`config.mk`:
```
export PLATFORM = sky130hd
export DESIGN_NAME = bnn_weight_loader
export DESIGN_NICKNAME = d
export VERILOG_FILES = /design/src/rtl/bnn_weight_loader.sv
export SDC_FILE = /design/constraint.sdc
export NUM_CORES = 1
export LEC_CHECK = 0
export ABC_AREA = 0
export BUFFER_PORTS_ARGS = -buffer_cell sky130_fd_sc_hd__buf_2
export CAP_MARGIN = 5
export CELL_PAD_IN_SITES_DETAIL_PLACEMENT = 0
export CELL_PAD_IN_SITES_GLOBAL_PLACEMENT = 2
export CORE_MARGIN = 10
export CORE_UTILIZATION = 40
export CTS_CLUSTER_DIAMETER = 30
export DETAILED_ROUTE_END_ITERATION = 7
export PLACE_DENSITY_LB_ADDON = 0.1
export SLEW_MARGIN = 15
export SYNTH_ARGS = -nofsm -noshare
export SYNTH_HDL_FRONTEND = slang
export SYNTH_SLANG_ARGS = --single-unit
```
`constraint.sdc`:
```
create_clock -name clk -period 2 [get_ports clk]
set_input_delay 0.2 -clock clk [delete_from_list [all_inputs] [get_ports clk]]
set_output_delay 0.2 -clock clk [all_outputs]
set_load 0.01 [all_outputs]
```
`src/rtl/bnn_weight_loader.sv`:
```
// -----------------------------------------------------------------------------
// bnn_weight_loader
//
// Framed nibble-stream weight loader for the 8-8-4 BNN core. A frame is a sync
// nibble followed by two nibbles per neuron (low half first). The two nibbles
// for a neuron are assembled into a shadow buffer. When the frame is complete,
// the whole buffer is committed to the core as a burst of per-neuron write
// strobes. A partial or corrupted frame never reaches the core because nothing
// is written until the full frame has been received and, optionally, verified.
//
// Optional feature macro: BNN_WLOAD_CHECKSUM_EN
//   defined     : the frame carries one trailing XOR checksum nibble. On a
//                 mismatch, err pulses, err_sticky is set and the frame is
//                 dropped.
//   not defined : there is no checksum nibble. The last data nibble moves
//                 straight to commit. err and err_sticky are tied 0.
//
// Ports
//   clk        in   rising-edge clock
//   rst_n      in   asynchronous active-low reset
//   ena        in   global enable; when low, everything holds and pulses are low
//   nib_in     in   [3:0] nibble data
//   nib_valid  in   nibble qualifier
//   w_wr_en    out  weight write strobe to the core
//   w_addr     out  [3:0] neuron index of the current write
//   w_data     out  [7:0] weight value of the current write
//   busy       out  high whenever the loader is not idle
//   done       out  one-cycle pulse after the last commit write
//   err        out  one-cycle pulse on checksum mismatch
//   err_sticky out  set by err, cleared by the next done or by reset
// -----------------------------------------------------------------------------
module bnn_weight_loader #(
    parameter int         NUM_NEURONS = 12,
    parameter logic [3:0] SYNC_NIBBLE = 4'hA
) (
    input  logic       clk,
    input  logic       rst_n,
    input  logic       ena,
    input  logic [3:0] nib_in,
    input  logic       nib_valid,
    output logic       w_wr_en,
    output logic [3:0] w_addr,
    output logic [7:0] w_data,
    output logic       busy,
    output logic       done,
    output logic       err,
    output logic       err_sticky
);

    // The counter must be able to hold 0..2*NUM_NEURONS.
    localparam int CNT_W = $clog2(2 * NUM_NEURONS + 1);
    // Width of the neuron index. It is wide enough to reach NUM_NEURONS-1.
    localparam int IDX_W = CNT_W - 1;

    localparam logic [CNT_W-1:0] LAST_DATA_CNT = CNT_W'(2 * NUM_NEURONS - 1);
    localparam logic [CNT_W-1:0] COMMIT_END    = CNT_W'(NUM_NEURONS);

    typedef enum logic [1:0] {
        S_IDLE   = 2'd0,
        S_DATA   = 2'd1,
        S_CSUM   = 2'd2,
        S_COMMIT = 2'd3
    } state_t;

    state_t             r_state;
    state_t             w_state_next;

    logic [CNT_W-1:0]   r_cnt;
    logic [CNT_W-1:0]   w_cnt_next;
    logic [3:0]         r_low;
    logic [3:0]         w_low_next;

    logic               r_wr_en;
    logic               w_wr_en_next;
    logic [3:0]         r_addr;
    logic [3:0]         w_addr_next;
    logic [7:0]         r_data;
    logic               r_busy;
    logic               r_done;
    logic               w_done_next;

    logic               w_accept;
    logic               w_last_data;
    logic               w_commit_end;
    logic               w_data_wr;      // high-half nibble completes a shadow entry
    logic               w_rd_en;        // load w_data from the shadow buffer

    logic [NUM_NEURONS-1:0] w_shadow_we;
    logic [7:0]             w_shadow [NUM_NEURONS];

`ifdef BNN_WLOAD_CHECKSUM_EN
    logic [3:0]         r_csum;
    logic [3:0]         w_csum_next;
    logic               w_csum_ok;
    logic               r_err;
    logic               w_err_next;
    logic               r_err_sticky;
    logic               w_sticky_next;

    assign w_csum_ok = (nib_in == r_csum);
`endif

    assign w_accept     = ena && nib_valid;
    assign w_last_data  = (r_cnt == LAST_DATA_CNT);
    assign w_commit_end = (r_cnt == COMMIT_END);

    // -------------------------------------------------------------------------
    // FSM: state register
    // -------------------------------------------------------------------------
    always_ff @(posedge clk or negedge rst_n) begin
        if (!rst_n) begin
            r_state <= S_IDLE;
        end else begin
            r_state <= w_state_next;
        end
    end

    // -------------------------------------------------------------------------
    // FSM: next-state logic. If ena is low, the FSM is frozen.
    // -------------------------------------------------------------------------
    always_comb begin
        w_state_next = r_state;
        if (ena) begin
            case (r_state)
                S_IDLE: begin
                    if (nib_valid && (nib_in == SYNC_NIBBLE)) begin
                        w_state_next = S_DATA;
                    end
                end
                S_DATA: begin
                    if (nib_valid && w_last_data) begin
`ifdef BNN_WLOAD_CHECKSUM_EN
                        w_state_next = S_CSUM;
`else
                        w_state_next = S_COMMIT;
`endif
                    end
                end
`ifdef BNN_WLOAD_CHECKSUM_EN
                S_CSUM: begin
                    if (nib_valid) begin
                        w_state_next = w_csum_ok ? S_COMMIT : S_IDLE;
                    end
                end
`endif
                S_COMMIT: begin
                    if (w_commit_end) begin
                        w_state_next = S_IDLE;
                    end
                end
                default: w_state_next = S_IDLE;
            endcase
        end
    end

    // -------------------------------------------------------------------------
    // FSM: output / datapath next-value logic.
    // The counter is shared. It counts data nibbles in DATA and write
    // addresses in COMMIT. Pulses default low, so they are forced low while
    // ena is low; all other values hold.
    // -------------------------------------------------------------------------
    always_comb begin
        w_cnt_next   = r_cnt;
        w_low_next   = r_low;
        w_wr_en_next = 1'b0;
        w_addr_next  = r_addr;
        w_done_next  = 1'b0;
        w_data_wr    = 1'b0;
        w_rd_en      = 1'b0;
`ifdef BNN_WLOAD_CHECKSUM_EN
        w_csum_next   = r_csum;
        w_err_next    = 1'b0;
        w_sticky_next = r_err_sticky;
`endif
        if (ena) begin
            case (r_state)
                S_IDLE: begin
                    if (nib_valid && (nib_in == SYNC_NIBBLE)) begin
                        w_cnt_next = '0;
`ifdef BNN_WLOAD_CHECKSUM_EN
                        w_csum_next = 4'h0;
`endif
                    end
                end
                S_DATA: begin
                    if (w_accept) begin
`ifdef BNN_WLOAD_CHECKSUM_EN
                        w_csum_next = r_csum ^ nib_in;
`endif
                        if (r_cnt[0] == 1'b0) begin
                            w_low_next = nib_in;
                        end else begin
                            w_data_wr = 1'b1;
                        end
                        w_cnt_next = w_last_data ? '0 : (r_cnt + CNT_W'(1));
                    end
                end
`ifdef BNN_WLOAD_CHECKSUM_EN
                S_CSUM: begin
                    if (w_accept) begin
                        w_cnt_next = '0;
                        if (!w_csum_ok) begin
                            w_err_next    = 1'b1;
                            w_sticky_next = 1'b1;
                        end
                    end
                end
`endif
                S_COMMIT: begin
                    if (!w_commit_end) begin
                        w_wr_en_next = 1'b1;
                        w_addr_next  = 4'(r_cnt);
                        w_rd_en      = 1'b1;
                        w_cnt_next   = r_cnt + CNT_W'(1);
                    end else begin
                        // The cycle after the last strobe closes the burst.
                        w_done_next = 1'b1;
                        w_cnt_next  = '0;
`ifdef BNN_WLOAD_CHECKSUM_EN
                        w_sticky_next = 1'b0;
`endif
                    end
                end
                default: begin
                    w_cnt_next = '0;
                end
            endcase
        end
    end

    // -------------------------------------------------------------------------
    // Datapath and output registers
    // -------------------------------------------------------------------------
    always_ff @(posedge clk or negedge rst_n) begin
        if (!rst_n) begin
            r_cnt   <= '0;
            r_low   <= 4'h0;
            r_wr_en <= 1'b0;
            r_addr  <= 4'h0;
            r_data  <= 8'h00;
            r_busy  <= 1'b0;
            r_done  <= 1'b0;
        end else begin
            r_cnt   <= w_cnt_next;
            r_low   <= w_low_next;
            r_wr_en <= w_wr_en_next;
            r_addr  <= w_addr_next;
            r_busy  <= (w_state_next != S_IDLE);
            r_done  <= w_done_next;
            // Registered read of the shadow buffer. It stays aligned with the
            // strobe and address.
            if (w_rd_en) begin
                r_data <= w_shadow[r_cnt[IDX_W-1:0]];
            end
        end
    end

`ifdef BNN_WLOAD_CHECKSUM_EN
    always_ff @(posedge clk or negedge rst_n) begin
        if (!rst_n) begin
            r_csum       <= 4'h0;
            r_err        <= 1'b0;
            r_err_sticky <= 1'b0;
        end else begin
            r_csum       <= w_csum_next;
            r_err        <= w_err_next;
            r_err_sticky <= w_sticky_next;
        end
    end

    assign err        = r_err;
    assign err_sticky = r_err_sticky;
`else
    assign err        = 1'b0;
    assign err_sticky = 1'b0;
`endif

    // -------------------------------------------------------------------------
    // Shadow buffer: one 8-bit entry per neuron. It is never cleared between
    // frames, because every commit rewrites all entries.
    // -------------------------------------------------------------------------
    genvar gi;
    generate
        for (gi = 0; gi < NUM_NEURONS; gi++) begin : g_shadow
            logic [7:0] r_entry;

            assign w_shadow_we[gi] = w_data_wr &&
                                     (r_cnt[CNT_W-1:1] == IDX_W'(gi));

            always_ff @(posedge clk or negedge rst_n) begin
                if (!rst_n) begin
                    r_entry <= 8'h00;
                end else if (w_shadow_we[gi]) begin
                    r_entry <= {nib_in, r_low};
                end
            end

            assign w_shadow[gi] = r_entry;
        end
    endgenerate

    assign w_wr_en = r_wr_en;
    assign w_addr  = r_addr;
    assign w_data  = r_data;
    assign busy    = r_busy;
    assign done    = r_done;

endmodule

```
# Word-level counts from Yosys, hierarchy flattened
# Index checks and enable logic that the tools add are counted.
# classes
n_reduce_logical,21
bitwise_logic,3
n_eq_ne,18
add_sub_neg,1
order_cmp,1
mux,23
# ops
cell,count
8-bit binary-select mux with 4-bit select,1
"4-bit == test, second input constant",5
5-bit two-way mux,4
"4-bit by 3-bit == test with 1-bit output, second input constant",4
8-bit two-way mux,2
1-bit logical AND,15
5-bit one-hot mux with 3 select lines,1
1-bit two-way mux,10
"4-bit by 2-bit == test with 1-bit output, second input constant",2
2-bit two-way mux,4
2-bit one-hot mux with 3 select lines,1
3-bit AND reduction,2
"5-bit by 1-bit adder with 5-bit output, second input constant",1
"5-bit by 4-bit == test with 1-bit output, second input constant",1
"5-bit == test, second input constant",1
"5-bit >= comparator, second input constant",1
4-bit NOT with 5-bit output,1
"4-bit by 1-bit == test with 1-bit output, second input constant",1
4-bit zero test,1
"2-bit inequality test, second input constant",2
4-bit AND reduction,1
"2-bit by 1-bit == test with 1-bit output, second input constant",1
"2-bit == test, second input constant",1
2-bit zero test,1
2 further kinds,3
# totals
register_bits,122
out_inout_bits,17
in_bits,8

# Longest topological paths before layout
# depth
ltp_word,6
mapped_depth,8

# Worst setup path after synthesis
# No wires, ideal clock.
# synth_timing
kind,register -> register
from,register r_cnt[1]
to,"register r_data[0], in the netlist w_data[0]"
path_stages_with_launch,8
setup_time_ns,0.123
synth_period_minus_slack_ns,1.922
arrival_time_ns,1.800
slack_ns,0.078
path_buffers,1
required_time_ns,1.877
cell_sequence,dfrtp_1 > buf_2 > inv_1 > ha_1 > nand4b_1 > nand2_1 > clkinv_1 > o221a_2
# synth_via
elab_chain_len,4
word_cells_on_any_way,8
cone_classes,1 x eq/ne; 6 x mux; 1 x bitwise
# synth_rtl
element,line,source
"start, declared",68,logic [CNT_W-1:0] r_cnt;
"start signal, assigned",244,r_cnt <= w_cnt_next;
5-bit by 4-bit == test with 1-bit output,105,assign w_commit_end = (r_cnt == COMMIT_END);
1-bit two-way mux,210,if (!w_commit_end) begin
1-bit two-way mux,176,case (r_state)
1-bit two-way mux,175,if (ena) begin
net w_rd_en,86,logic w_rd_en;
"end signal, assigned",253,r_data <= w_shadow[r_cnt[IDX_W-1:0]];
"end, declared",77,logic [7:0] r_data;
# The timed path passes the listed nets, and every way through them passes these cells. The select of a mux whose other input is x is not followed.
# A chain may end at the register's enable or synchronous reset.

# Worst setup path in the final report
# layout_timing
from,register r_state[1]
to,register g_shadow[9].r_entry[2]
# layout_via
elab_chain_len,4
# layout_rtl
element,line,source
"start, declared",65,state_t r_state;
"start signal, assigned",114,r_state <= w_state_next;
2-bit by 1-bit == test with 1-bit output,176,
1-bit two-way mux,176,
1-bit two-way mux,175,
1-bit logical AND,287,assign w_shadow_we[gi] = w_data_wr &&
"end signal, assigned",294,"r_entry <= {nib_in, r_low};"
"end, declared",285,logic [7:0] r_entry;
# No other way between the ends.

==> results.sh <==
export IMPL_ys_seq_area_share_pct=52.5
export IMPL_fin_ws_ns=0.139
export IMPL_ff2ff_path_depth=5
export IMPL_antenna_found_initial=0
export IMPL_wirelength_um=15000
export IMPL_post_route_period_util_pct=93.0
export IMPL_peakVddDrop_mv=0.684
export IMPL_cts_max_path_buffers=2
export IMPL_powerDensity_nw_per_um2=1340
export IMPL_synth_cells=433
export IMPL_gr_usage_all_layers_pct=15.9
export IMPL_synth_ff_type="dfrtp_1"
export IMPL_diodes=0
export IMPL_clkTransAtPathRegs_ns=0.05
export IMPL_startpoint_type="register"
export IMPL_critPathLaunch="r_state[1]"
export IMPL_arrival_ns=2.15
export IMPL_timing_rr_end="g_shadow[9].r_entry[2]"
export IMPL_synth_most_common_cell="dfrtp_1"
export IMPL_tightest_slew_ns=0.640
export IMPL_drive_above_1_share_pct=46.6
export IMPL_synth_compound_area_share_pct=7.73
export IMPL_cts_sinks=122
export IMPL_synth_cell_area_um2=5810
export IMPL_final_hold_viol_count=0
export IMPL_rsz0062_at_grt="no"
export IMPL_synthAdderAreaFrac_pct=0.431
export IMPL_rows=43
export IMPL_setup_violations=0
export IMPL_vias=3720
export IMPL_drt_pre_antenna_iters=4
export IMPL_cts_tree="built"
export IMPL_initial_utilization_pct=41.4
export IMPL_clk_latency_ns=0.41
export IMPL_worstPathMaxFanout=8
export IMPL_netlist_top_cell_by_area="dfrtp_1"
export IMPL_placed_cells_incl_taps=649
export IMPL_ant_nets=0
export IMPL_grt_pass1_vias=3997
export IMPL_synth_cell_types=53
export IMPL_dieWidth_um=141
export IMPL_die_h_um=141
export IMPL_fillers=1249
export IMPL_syn_to_final_growth_pct=20.5
export IMPL_route_met3_wl_um=952
export IMPL_synth_simple_gate_area_share_pct=8.72
export IMPL_slew_viol_final=0
export IMPL_grt_pass1_wl_um=24300
export IMPL_synth_edf_count=0
export IMPL_worstPathRequired_ns=2.29
export IMPL_r2r_start="r_state[1]"
export IMPL_synth_top_cells_by_count="dfrtp_1, mux2_2, mux2i_1"
export IMPL_core_um2=14000
export IMPL_synth_seq_cells=122
export IMPL_grt_overflow_total=0
export IMPL_muxShareOfSynthArea_pct=27.0
export IMPL_crit_type="register to register"
export IMPL_drt_iter0_drc=195
export IMPL_synth_top_family_by_area="multiplexers"
export IMPL_synthXorXnorAreaFrac_pct=0.151
export IMPL_post_route_min_period_ns=1.86
export IMPL_outcome="finished clean"
export IMPL_routed_top_layer="met4"
export IMPL_final_area_um2=7000
export IMPL_dpl_hpwl_um=10500
export IMPL_port_buffers=22
export IMPL_yosys_warnings=0
export IMPL_r2r_slack_ns=0.14
export IMPL_min_path_cells=3
export IMPL_gp_congestion=0.777
export IMPL_end_kind="register"
export IMPL_min_to="done"
export IMPL_p_leak_nw=3.39
export IMPL_clock_skew_ns=0.00606
export IMPL_setup_tns_ns=0
export IMPL_wl_met2_um=6850
export IMPL_async_flop_share_pct=100
export IMPL_worstHoldPathType="primary input to register"
export IMPL_yosys_top_cells_area="dfrtp_1, mux2_2, mux2i_1"
export IMPL_pre_cts_slack_ns=0.143
export IMPL_clock_tree_root_cell="clkbuf_16"
export IMPL_maxSlewHeadroom_pct=57.2
export IMPL_final_nets=501
export IMPL_pin_count=25
export IMPL_wl_per_cell_um=21.9
export IMPL_clock_fmax_mhz=537
export IMPL_via_per_inst=5.45
export IMPL_synth_top_cell_area_share_pct=52.5
export IMPL_grt_max_degree=56
export IMPL_detailed_place_area_um2=6380
export IMPL_drc=0
export IMPL_drv_cap=0
export IMPL_utilization_pct=49.9
export IMPL_min_delay_start="ena"
export IMPL_stdcell_count=682
export IMPL_m1WireLength_um=7050
export IMPL_die_area_um2=19700
export IMPL_ctsHtreeMaxLevel=4
export IMPL_cts_inserted_buffers=17
export IMPL_avgSynthCellArea_um2=13.4
-- cell type report --
type / instances / area [um2] / area share, %
Clock buffer: 22 / 484 / 6.91
Clock inverter: 8 / 93.8 / 1.34
Inverter: 7 / 30.0 / 0.429
Multi-Input combinational cell: 273 / 2560 / 36.6
Sequential cell: 122 / 3050 / 43.6
Tap cell: 180 / 225 / 3.22
Timing Repair Buffer: 70 / 551 / 7.86
-- layout by cell type (no fill, tap or decap), types with 3 or more instances in the layout --
master     Yosys  final
a21oi_1        6      6
o211ai_1       3      3
clkbuf_8       0      4
inv_1          3      3
nor2_1         6      6
clkbuf_16      0     17
nand3b_1       4      4
mux2i_1       22     22
a221oi_1       8      8
nor4_4         4      4
a31oi_1        3      3
nand3_1        7      7
buf_2          7     21
nand2_1       14     14
o221a_2        3      3
a32oi_1        3      3
nor4_1         3      3
buf_12         0      6
nor2b_1        5      5
mux2_4         8      8
o21ai_0       15     15
o22ai_1       10     10
dfrtp_1      122    121
buf_4          9     42
a221o_1        4      4
and3_1         3      3
mux2_2       105    105
clkinv_2       0      5
-- flip-flops by register name, indices dropped and copies added, names as in the netlist --
signal and count:
w_wr_en 1, done 1, r_low 4, r_cnt 5, busy 1, w_data 8
g_shadow.r_entry 96, r_state 2, w_addr 4
-- stage by stage --
stage                     power [mW]  hold WS, ns
after floorplan                 5.47      -0.0956
after global placement          6.42        0.215
after detailed placement        6.47        0.226
after CTS                       9.53        0.200
after global routing            9.97        0.217
final                           9.41        0.222
-- metal layers --
metal  vias to the layer above  global-route usage [%]
li1                       1734                       -
met1                      1911                    22.2
met2                        68                    23.6
met3                         7                    4.16
met4                         0                    4.78
met5                         -                       0
-- critical path: stages, from the launching register on --
cell	delay, ns
dfrtp_1	0.39
inv_2	0.10
nand4_4	0.23
nor4_4	0.41
buf_4	0.25
mux2_2	0.35
-- what timing repair did --
action,in CTS,in global routing
setup buffers,0,2
hold buffers,1,0
gates resized for setup,0,1
setup endpoints to repair,0,6
hold endpoints to repair,34,0
-- cell families after synthesis --
| family | Yosys count |
|---|---|
| compound gates | 63 |
| xor+xnor | 1 |
| fa+ha+maj | 2 |
| buf+inv | 39 |
| flops | 122 |
| mux | 137 |
| other cells | 1 |
| simple gates | 68 |
-- report_power, final --
group | internal, mW | switching (mW)
clock | 1.94 | 1.06
sequential | 3.11 | 0.499
combinational | 1.35 | 1.44
-- worst max-delay path by stage --
stage / to / slack (ns) / cells past startpoint
4_1_cts: r_cnt[3] / 0.11 / 7
3_3_place_gp: r_cnt[4] / 0.16 / 5
5_1_grt: r_cnt[4] / 0.008 / 7
3_5_place_dp: w_data[3] / 0.14 / 6
2_1_floorplan: w_data[0] / 0.08 / 7
6_report: g_shadow[9].r_entry[2] / 0.14 / 5
Note: power is estimated with default switching activity, not from simulation.
